--- src/rtl/control_pkg.sv ---
// Shared types for the game-core command front-end:
// the control_type command set and the UART key decoder.
package control_pkg;

    localparam int CMD_W = 3;

    typedef enum logic [CMD_W-1:0] {
        NONE       = 3'd0,
        LEFT       = 3'd1,
        RIGHT      = 3'd2,
        DOWN       = 3'd3,
        DROP       = 3'd4,
        HOLD       = 3'd5,
        ROTATE     = 3'd6,
        ROTATE_REV = 3'd7
    } control_type;

    function automatic control_type decode_key(input logic [7:0] b);
        control_type c;
        unique case (b)
            "A", "a": c = LEFT;
            "D", "d": c = RIGHT;
            "W", "w": c = DOWN;
            "S", "s": c = DROP;
            "C", "c": c = HOLD;
            "X", "x": c = ROTATE;
            "Z", "z": c = ROTATE_REV;
            default:  c = NONE;
        endcase
        return c;
    endfunction

endpackage

--- src/rtl/control_fifo.sv ---
// Command FIFO with wrap-bit pointers; drop_head discards the
// head so a push into a full FIFO can evict the oldest entry.
module control_fifo #(
    parameter int DEPTH = 16,
    parameter int W     = 3
) (
    input  logic                   clk,
    input  logic                   rst,
    input  logic                   clear,
    input  logic                   push,
    input  logic [W-1:0]           din,
    input  logic                   pop,
    input  logic                   drop_head,
    output logic [W-1:0]           dout,
    output logic                   empty,
    output logic                   full,
    output logic [$clog2(DEPTH):0] count
);

    localparam int AW = $clog2(DEPTH);

    logic [AW:0]  wr_ptr;
    logic [AW:0]  rd_ptr;
    logic [W-1:0] mem [DEPTH];
    logic         do_adv;
    logic         do_push;

    assign count   = wr_ptr - rd_ptr;
    assign empty   = (count == '0);
    assign full    = count[AW];
    assign do_adv  = (pop || drop_head) && !empty;
    assign do_push = push && (!full || do_adv);
    assign dout    = empty ? '0 : mem[rd_ptr[AW-1:0]];

    // Pointer update; clear flushes regardless of push/pop.
    always_ff @(posedge clk or posedge rst) begin
        if (rst) begin
            wr_ptr <= '0;
            rd_ptr <= '0;
        end else if (clear) begin
            wr_ptr <= '0;
            rd_ptr <= '0;
        end else begin
            if (do_push) wr_ptr <= wr_ptr + 1'b1;
            if (do_adv)  rd_ptr <= rd_ptr + 1'b1;
        end
    end

    // Storage write; a full push+evict reuses the evicted head slot.
    always_ff @(posedge clk) begin
        if (!clear && do_push) mem[wr_ptr[AW-1:0]] <= din;
    end

endmodule

--- src/rtl/control_queue.sv ---
// Merges UART keys and button pulses through per-source pending
// latches and a round-robin arbiter into the command FIFO.
module control_queue
    import control_pkg::*;
#(
    parameter int                     DEPTH       = 16,
    parameter int                     N_BTN       = 4,
    parameter logic [N_BTN*CMD_W-1:0] BTN_MAP     = {LEFT, ROTATE, HOLD, RIGHT},
    parameter bit                     DROP_OLDEST = 1'b0
) (
    input  logic                   clk,
    input  logic                   rst,
    input  logic                   clear,
    input  logic                   rx_valid,
    input  logic [7:0]             rx_byte,
    input  logic [N_BTN-1:0]       btn_pulse,
    output logic [CMD_W-1:0]       cmd,
    output logic                   cmd_valid,
    input  logic                   cmd_ready,
    output logic [$clog2(DEPTH):0] count,
    output logic                   overflow,
    output logic [7:0]             overflow_cnt
);

    localparam int NS = N_BTN + 1;
    localparam int PW = $clog2(NS);

    logic [NS-1:0]    ev_vld;
    logic [CMD_W-1:0] ev_cmd   [NS];
    logic [NS-1:0]    pend_vld;
    logic [CMD_W-1:0] pend_cmd [NS];
    logic [PW-1:0]    ptr;
    logic             gnt;
    logic [PW-1:0]    gnt_idx;
    logic [CMD_W-1:0] gnt_cmd;
    logic             full;
    logic             empty;
    logic             pop;
    logic             can_grant;
    logic             drop_head;
    logic [7:0]       n_lost;
    logic [8:0]       cnt_sum;
    control_type      key_cmd;

    assign key_cmd   = decode_key(rx_byte);
    assign cmd_valid = !empty;
    assign pop       = cmd_valid && cmd_ready && !clear;
    assign can_grant = !clear && (!full || pop || DROP_OLDEST);
    assign drop_head = gnt && full && !pop && DROP_OLDEST;
    assign cnt_sum   = {1'b0, overflow_cnt} + {1'b0, n_lost};

    // Event decode: buttons first, UART key is the last source.
    always_comb begin
        for (int i = 0; i < N_BTN; i++) begin
            ev_cmd[i] = BTN_MAP[i*CMD_W +: CMD_W];
            ev_vld[i] = btn_pulse[i] && (ev_cmd[i] != NONE);
        end
        ev_cmd[N_BTN] = key_cmd;
        ev_vld[N_BTN] = rx_valid && (key_cmd != NONE);
    end

    // Round-robin pick of one occupied latch starting at ptr.
    always_comb begin : arb
        int j;
        j       = 0;
        gnt     = 1'b0;
        gnt_idx = '0;
        for (int k = 0; k < NS; k++) begin
            j = int'(ptr) + k;
            if (j >= NS) j = j - NS;
            if (!gnt && can_grant && pend_vld[j]) begin
                gnt     = 1'b1;
                gnt_idx = PW'(j);
            end
        end
        gnt_cmd = pend_cmd[gnt_idx];
    end

    // Lost events: busy latches plus an evicted head.
    always_comb begin
        n_lost = '0;
        for (int i = 0; i < NS; i++) begin
            if (ev_vld[i] && pend_vld[i] && !(gnt && gnt_idx == PW'(i)))
                n_lost = n_lost + 8'd1;
        end
        if (drop_head) n_lost = n_lost + 8'd1;
        if (clear)     n_lost = '0;
    end

    // Pending latches, arbiter pointer and overflow bookkeeping.
    always_ff @(posedge clk or posedge rst) begin
        if (rst) begin
            pend_vld     <= '0;
            ptr          <= '0;
            overflow     <= 1'b0;
            overflow_cnt <= '0;
            for (int i = 0; i < NS; i++) pend_cmd[i] <= '0;
        end else begin
            overflow     <= (n_lost != '0);
            overflow_cnt <= cnt_sum[8] ? 8'hFF : cnt_sum[7:0];
            if (clear) begin
                pend_vld <= '0;
            end else begin
                for (int i = 0; i < NS; i++) begin
                    if (ev_vld[i] && (!pend_vld[i] ||
                        (gnt && gnt_idx == PW'(i)))) begin
                        pend_vld[i] <= 1'b1;
                        pend_cmd[i] <= ev_cmd[i];
                    end else if (gnt && gnt_idx == PW'(i)) begin
                        pend_vld[i] <= 1'b0;
                    end
                end
                if (gnt)
                    ptr <= (gnt_idx == PW'(NS - 1)) ? '0 : gnt_idx + 1'b1;
            end
        end
    end

    control_fifo #(
        .DEPTH (DEPTH),
        .W     (CMD_W)
    ) u_fifo (
        .clk       (clk),
        .rst       (rst),
        .clear     (clear),
        .push      (gnt),
        .din       (gnt_cmd),
        .pop       (pop),
        .drop_head (drop_head),
        .dout      (cmd),
        .empty     (empty),
        .full      (full),
        .count     (count)
    );

endmodule

--- config.mk ---
export PLATFORM = sky130hd
export DESIGN_NAME = control_queue
export DESIGN_NICKNAME = d
export VERILOG_FILES = /design/src/rtl/control_pkg.sv /design/src/rtl/control_fifo.sv /design/src/rtl/control_queue.sv
export SDC_FILE = /design/constraint.sdc
export NUM_CORES = 1
export LEC_CHECK = 0
export ABC_AREA = 1
export CAP_MARGIN = 20
export CORE_MARGIN = 2
export CORE_UTILIZATION = 65
export CTS_CLUSTER_DIAMETER = 150
export CTS_CLUSTER_SIZE = 28
export DETAILED_ROUTE_END_ITERATION = 10
export PLACE_DENSITY = 0.89
export SETUP_SLACK_MARGIN = 0.4
export SYNTH_ARGS = -nofsm -noshare
export SYNTH_HDL_FRONTEND = slang
export SYNTH_SLANG_ARGS = --single-unit
--- constraint.sdc ---
create_clock -name clk -period 13.4 [get_ports clk]
set_input_delay 3.35 -clock clk [delete_from_list [all_inputs] [get_ports clk]]
set_output_delay 3.35 -clock clk [all_outputs]
set_load 0.05 [all_outputs]
==> out/summary.txt, run 1 <==
worst-path fanout max: 19
drt wl/cell: 16.4 um
clock sinks: 82
CTS Buf Count: 9
Crit path largest cell delay: 750 ps
routability cong.: 0.950
Total GRT Usage: 30.8%
Clock transition at path regs: 90 ps
htree depth: 3
P&R area growth vs syn: 11.2%
Critical Path End Type: register
top-count cell post-synth: nand2_1
Ys Warns: 0
Filler Cell Count: 589
total vias in the final route: 4,819
Commonest cells post-synth: nand2_1, inv_1, nand3_1
initial core utilization: 66.6%
Synth area leaders: edfxtp_1, dfrtp_1, nand2_1
total grt overflow: 0
max_cap viols: 0
ANT nets after route: 0
startpoint types: input port
sequential element share of the synthesized area: 42.1%
HPWL Detailed: 9.45 mm
setup TNS: 0 ps
Tcrit/Tclk final: 70.4%
Final Max Tran Viols: 0
#FFs+latches synth: 82
number of remaining DRC errors: 0
Antenna Cells: 0
CP startpoint: clear
Routed Wire Length: 13.1 mm
clock root cell: clkbuf_8
Buf/Inv on CP: 9
Worst path top cell family by delay: simple AND/OR/NAND/NOR gates
largest net degree at the start of global routing: 35
Final Hold Fails: 0
asr flop ratio synth: 41.5%
Synth Flop Type: edfxtp_1
Critical-path top delay cell: clkdlybuf4s50_1
area of the core: 0.00818 mm2
clock tree buffer depth: 2
f_max: 0.106 GHz
via density per instance: 6.01
share of layout cells above drive strength 1: 11.3%
critical path class: in -> reg
Synth Net Count: 710
Die ar.: 0.00912 mm2
number of synthesized flops with an enable pin: 48
Tightest Pin Transition: 976 ps
Sequential Area: 0.00229 mm2
Synth area leader: edfxtp_1
max_slew headroom: 34.9%
Iter 0 DRT Violations: 529
unrepaired setup endpoints after global routing: false
cell area after synthesis: 0.00544 mm2
worst skew pair latency: 370 ps
initial antenna violation count: 0
Post-Syn Instances: 658
share of the synthesized area in the top cell type: 26.5%
die height: 95.5 um
Port Buffers: 33
Hold WC Path Type: reg -> reg
status: complete, no violations
global-route wire length before repair: 21.5 mm
min-delay src: pend_cmd[7]$_DFFE_PP0P_
placed instance area: 0.00586 mm2
CTS tree: done
cts hold-fix bufs: 0
Pre-Repair DR Iteration Count: 5
count of cell types in the netlist: 49
post-layout instance area: 0.00605 mm2
Syn Area/Cell: 8.27 um2
Chip Width: 95.5 um
Crit path top cell by count: inv_1
R2R Path Start: u_fifo.rd_ptr[1]$_DFFE_PP0P_
post-CTS setup buffers: 0
CP Data Required Time: 13,640 ps
worst clock skew: 8.37 ps
Nets: 744
CP arrival: 9670 ps
io pins: 35
vias in the first global route: 4,701
post_cts resized: 0
Final Setup Violations: 0
FP Rows: 33
minimum clock period: 9440 ps
area of the multi-input gates: 0.00276 mm2
## layer usage
layer / track usage, % / wire length (um) / vias to the layer above
met4: 15.6 / 514 / 0
li1: - / - / 2280
met5: 0 / 0 / -
met3: 5.53 / 1210 / 52
met2: 50.7 / 6310 / 274
met1: 39.1 / 5100 / 2213
## cell type report
| cell class | instances | share of cell area (%) |
|---|---|---|
| Timing Repair Buffer | 37 | 5.95 |
| Inverter | 83 | 5.23 |
| Sequential cell | 82 | 37.9 |
| Tap cell | 105 | 2.17 |
| Clock inverter | 7 | 1.18 |
| Clock buffer | 9 | 2.05 |
| Multi-Input combinational cell | 479 | 45.5 |
## worst reg2reg max path, delay by kind of cell (launching register included)
family	cells	cell delay, ps
compound gates	5	980
fa+ha+maj	5	1610
buf+inv	8	1330
simple gates	24	2560
flops	1	610
## per-stage QoR
step	utilization (%)	worst slack, ps	hold slack, ps	instances
6_report	74.0	3960	493	802
5_1_grt	74.0	3480	505	802
4_1_cts	74.0	4100	493	802
3_5_place_dp	71.6	3730	473	786
3_3_place_gp	71.6	4030	465	786
2_1_floorplan	-	5650	435	658
## state kept, by name (all words and copies together) (netlist names)
| register | cells |
|---|---|
| ptr | 3 |
| overflow_cnt | 8 |
| u_fifo.wr_ptr | 5 |
| u_fifo.mem | 48 |
| u_fifo.rd_ptr | 5 |
| pend_vld | 5 |
| pend_cmd | 7 |
| overflow | 1 |
## layout by cell type (no fill, tap or decap), types with 9 or more instances in the layout
| cell | n |
|---|---|
| nand2_1 | 154 |
| inv_1 | 76 |
| nand3_1 | 55 |
| edfxtp_1 | 48 |
| nor2_1 | 46 |
| o21ai_0 | 34 |
| a21oi_1 | 34 |
| dfrtp_1 | 34 |
| ha_1 | 33 |
| clkdlybuf4s50_1 | 33 |
| nand2_2 | 22 |
| nand4_1 | 13 |
| clkbuf_8 | 9 |
## logic make-up (layout without fill, tap and decap cells)
kind of cell,after synthesis,after routing,share of synthesized area (%)
compound gates,107,107,11.8
xor+xnor,9,9,1.45
fa+ha+maj,35,35,8.32
buf+inv,97,136,7.24
flops,82,82,42.1
other cells,1,1,0.0689
simple gates,327,327,29.0
## path summary, 6_finish.rpt
path                       cells after the start                        end  slack [ps]
max                                           38  overflow_cnt[2]$_DFF_PP0_        3960
max reg2reg                                   42  overflow_cnt[2]$_DFF_PP0_        6180
min reg2reg                                    1    pend_cmd[7]$_DFFE_PP0P_         490
max in group asynchronous                      3    pend_vld[4]$_DFFE_PP0P_        9710
min in group asynchronous                      3  overflow_cnt[6]$_DFF_PP0_        3370
min                                            1    pend_cmd[7]$_DFFE_PP0P_         490
Power of run 1 is left out: the tool's default activity adds up to more than one toggle a clock period on the data nets, which glitch-free logic cannot reach.
==> inputs of run 2 (changes only) <==
--- a/config.mk
+++ b/config.mk
@@ -8,11 +8,11 @@
 export ABC_AREA = 1
 export CAP_MARGIN = 20
 export CORE_MARGIN = 2
-export CORE_UTILIZATION = 65
+export CORE_UTILIZATION = 60
 export CTS_CLUSTER_DIAMETER = 150
 export CTS_CLUSTER_SIZE = 28
 export DETAILED_ROUTE_END_ITERATION = 10
-export PLACE_DENSITY = 0.89
+export PLACE_DENSITY = 0.84
 export SETUP_SLACK_MARGIN = 0.4
 export SYNTH_ARGS = -nofsm -noshare
 export SYNTH_HDL_FRONTEND = slang
==> constraint.sdc (replaced) <==
create_clock -name clk -period 9.2 [get_ports clk]
set_input_delay 2.3 -clock clk [delete_from_list [all_inputs] [get_ports clk]]
set_output_delay 2.3 -clock clk [all_outputs]
set_load 0.05 [all_outputs]
==> run 2 against run 1 <==
Via count shrank 1.4%. Final cell count grew 0.50%. Non-clock buffer count grew 1. Die area grew 8.0%. Worst setup slack lost 2400 ps. Largest cell class unchanged. Highest routed layer unchanged.
==> out/summary.txt, run 2 (same netlist as run 1, synthesis figures left out) <==
setup TNS: 0 ps (unchanged)
minimum clock period: 7670 ps
CP arrival: 7910 ps (-1760 ps)
f_max: 0.130 GHz
Port Buffers: 33 (unchanged)
min-delay src: pend_cmd[9]$_DFFE_PP0P_
die height: 99.2 um (+3.9%)
Crit path largest cell delay: 700 ps (-50 ps)
Antenna Cells: 0 (unchanged)
cts hold-fix bufs: 0 (unchanged)
Final Setup Violations: 0 (unchanged)
Die ar.: 0.00985 mm2 (+8.0%)
placed instance area: 0.00587 mm2 (+0.19%)
share of layout cells above drive strength 1: 11.5% (+0.13 points)
Hold EP: pend_cmd[9]$_DFFE_PP0P_
post_cts resized: 0 (unchanged)
total grt overflow: 0 (unchanged)
drt wl/cell: 15.6 um (-5.0%)
total vias in the final route: 4,751 (-1.4%)
FP Rows: 34 (+3.0%)
Chip Width: 99.2 um (+3.9%)
Iter 0 DRT Violations: 366 (-31%)
commonest cells after routing, fill and taps aside: nand2_1, inv_1, nand3_1
Filler Cell Count: 679 (+15%)
initial antenna violation count: 0 (unchanged)
io pins: 35 (unchanged)
largest net degree at the start of global routing: 35 (unchanged)
R2R Path Start: u_fifo.rd_ptr[1]$_DFFE_PP0P_
Clock transition at path regs: 100 ps (about the same)
Routed Wire Length: 12.5 mm (-4.6%)
P&R area growth vs syn: 11.4%
status: complete, no violations
Tcrit/Tclk final: 83.3%
global-route wire length before repair: 20.7 mm (-3.5%)
max_slew headroom: 37.2% (+2.2 points)
commonest non-fill, non-tap cell in the layout: nand2_1
CP Data Required Time: 9440 ps (-4200 ps)
worst-path fanout max: 9 (-10)
worst skew pair latency: 370 ps (about the same)
htree depth: 3 (unchanged)
Hold WC Path Type: reg -> reg
worst clock skew: 23.8 ps (+15.4 ps)
Final Max Tran Viols: 0 (unchanged)
Total GRT Usage: 26.3% (-4.5 points)
clock root cell: clkbuf_8
worst r2r dst: overflow_cnt[2]$_DFF_PP0_
Pre-Repair DR Iteration Count: 5 (unchanged)
R2R depth: 42 (unchanged)
post-CTS setup buffers: 0 (unchanged)
unrepaired setup endpoints after global routing: false
Nets: 745 (+0.13%)
vias in the first global route: 4,555 (-3.1%)
area of the core: 0.00876 mm2 (+7.2%)
Final Hold Fails: 0 (unchanged)
Crit path top cell by count: inv_1
initial core utilization: 62.1% (-4.5 points)
max_cap viols: 0 (unchanged)
clock sinks: 82 (unchanged)
CP startpoint: clear
max reg flops: 48 (unchanged)
Critical Path End Type: register
startpoint types: input port
clock tree buffer depth: 2 (unchanged)
via density per instance: 5.89 (-1.9%)
HPWL Detailed: 9.02 mm (-4.5%)
routability cong.: 0.945 (-0.46%)
hold-critical path depth: 1 (unchanged)
Critical-path top delay cell: clkdlybuf4s50_1
CTS tree: done
Reg2Reg Setup Slack: 2030 ps (-4150 ps)
critical path class: in -> reg
post-layout instance area: 0.00606 mm2 (+0.19%)
Tightest Pin Transition: 942 ps (-33.4 ps)
CTS Buf Count: 9 (unchanged)
number of remaining DRC errors: 0 (unchanged)
ANT nets after route: 0 (unchanged)
## run 2: worst max-delay path by stage
stage                                      endpoint  slack, ps  depth (start not counted)
after floorplan           overflow_cnt[7]$_DFF_PP0_       2500                         38
after global placement    overflow_cnt[2]$_DFF_PP0_       1480                         38
after detailed placement  overflow_cnt[2]$_DFF_PP0_       1210                         38
after CTS                 overflow_cnt[2]$_DFF_PP0_       1550                         38
after global routing      overflow_cnt[2]$_DFF_PP0_        970                         38
final                     overflow_cnt[2]$_DFF_PP0_       1530                         38
## run 2: area by class of cell
| class | instances | area, um2 | share of cell area [%] |
|---|---|---|---|
| Clock inverter | 7 | 71.3 | 1.18 |
| Timing Repair Buffer | 38 | 368 | 6.07 |
| Sequential cell | 82 | 2290 | 37.8 |
| Inverter | 83 | 317 | 5.22 |
| Tap cell | 108 | 135 | 2.23 |
| Clock buffer | 9 | 124 | 2.04 |
| Multi-Input combinational cell | 479 | 2760 | 45.5 |
## run 2: per-layer routing
| layer | part of all wire [%] | global-route usage [%] | vias to the layer above |
|---|---|---|---|
| li1 | - | - | 2295 |
| met1 | 41 | 34.0 | 2199 |
| met2 | 49 | 44.9 | 224 |
| met3 | 8.2 | 5.27 | 33 |
| met4 | 2.0 | 7.90 | 0 |
| met5 | 0 | 0 | - |
## run 2: per-stage QoR
stage	std cells	util, %	hold slack, ps	worst slack, ps
final	806	69.2	486	1530
after global routing	806	69.2	483	972
after CTS	806	69.2	478	1550
after detailed placement	790	67.0	457	1210
after global placement	790	67.0	466	1480
after floorplan	658	-	435	2500
## run 2: critical path: cells and delay by family
kind                       cells  cell delay (ps)
AOI/OAI and AO/OA              5              860
adders and majority gates      4              990
buffers and inverters          9             1560
and+or+nand+nor               20             2190
Power of run 2 is left out for the same reason.
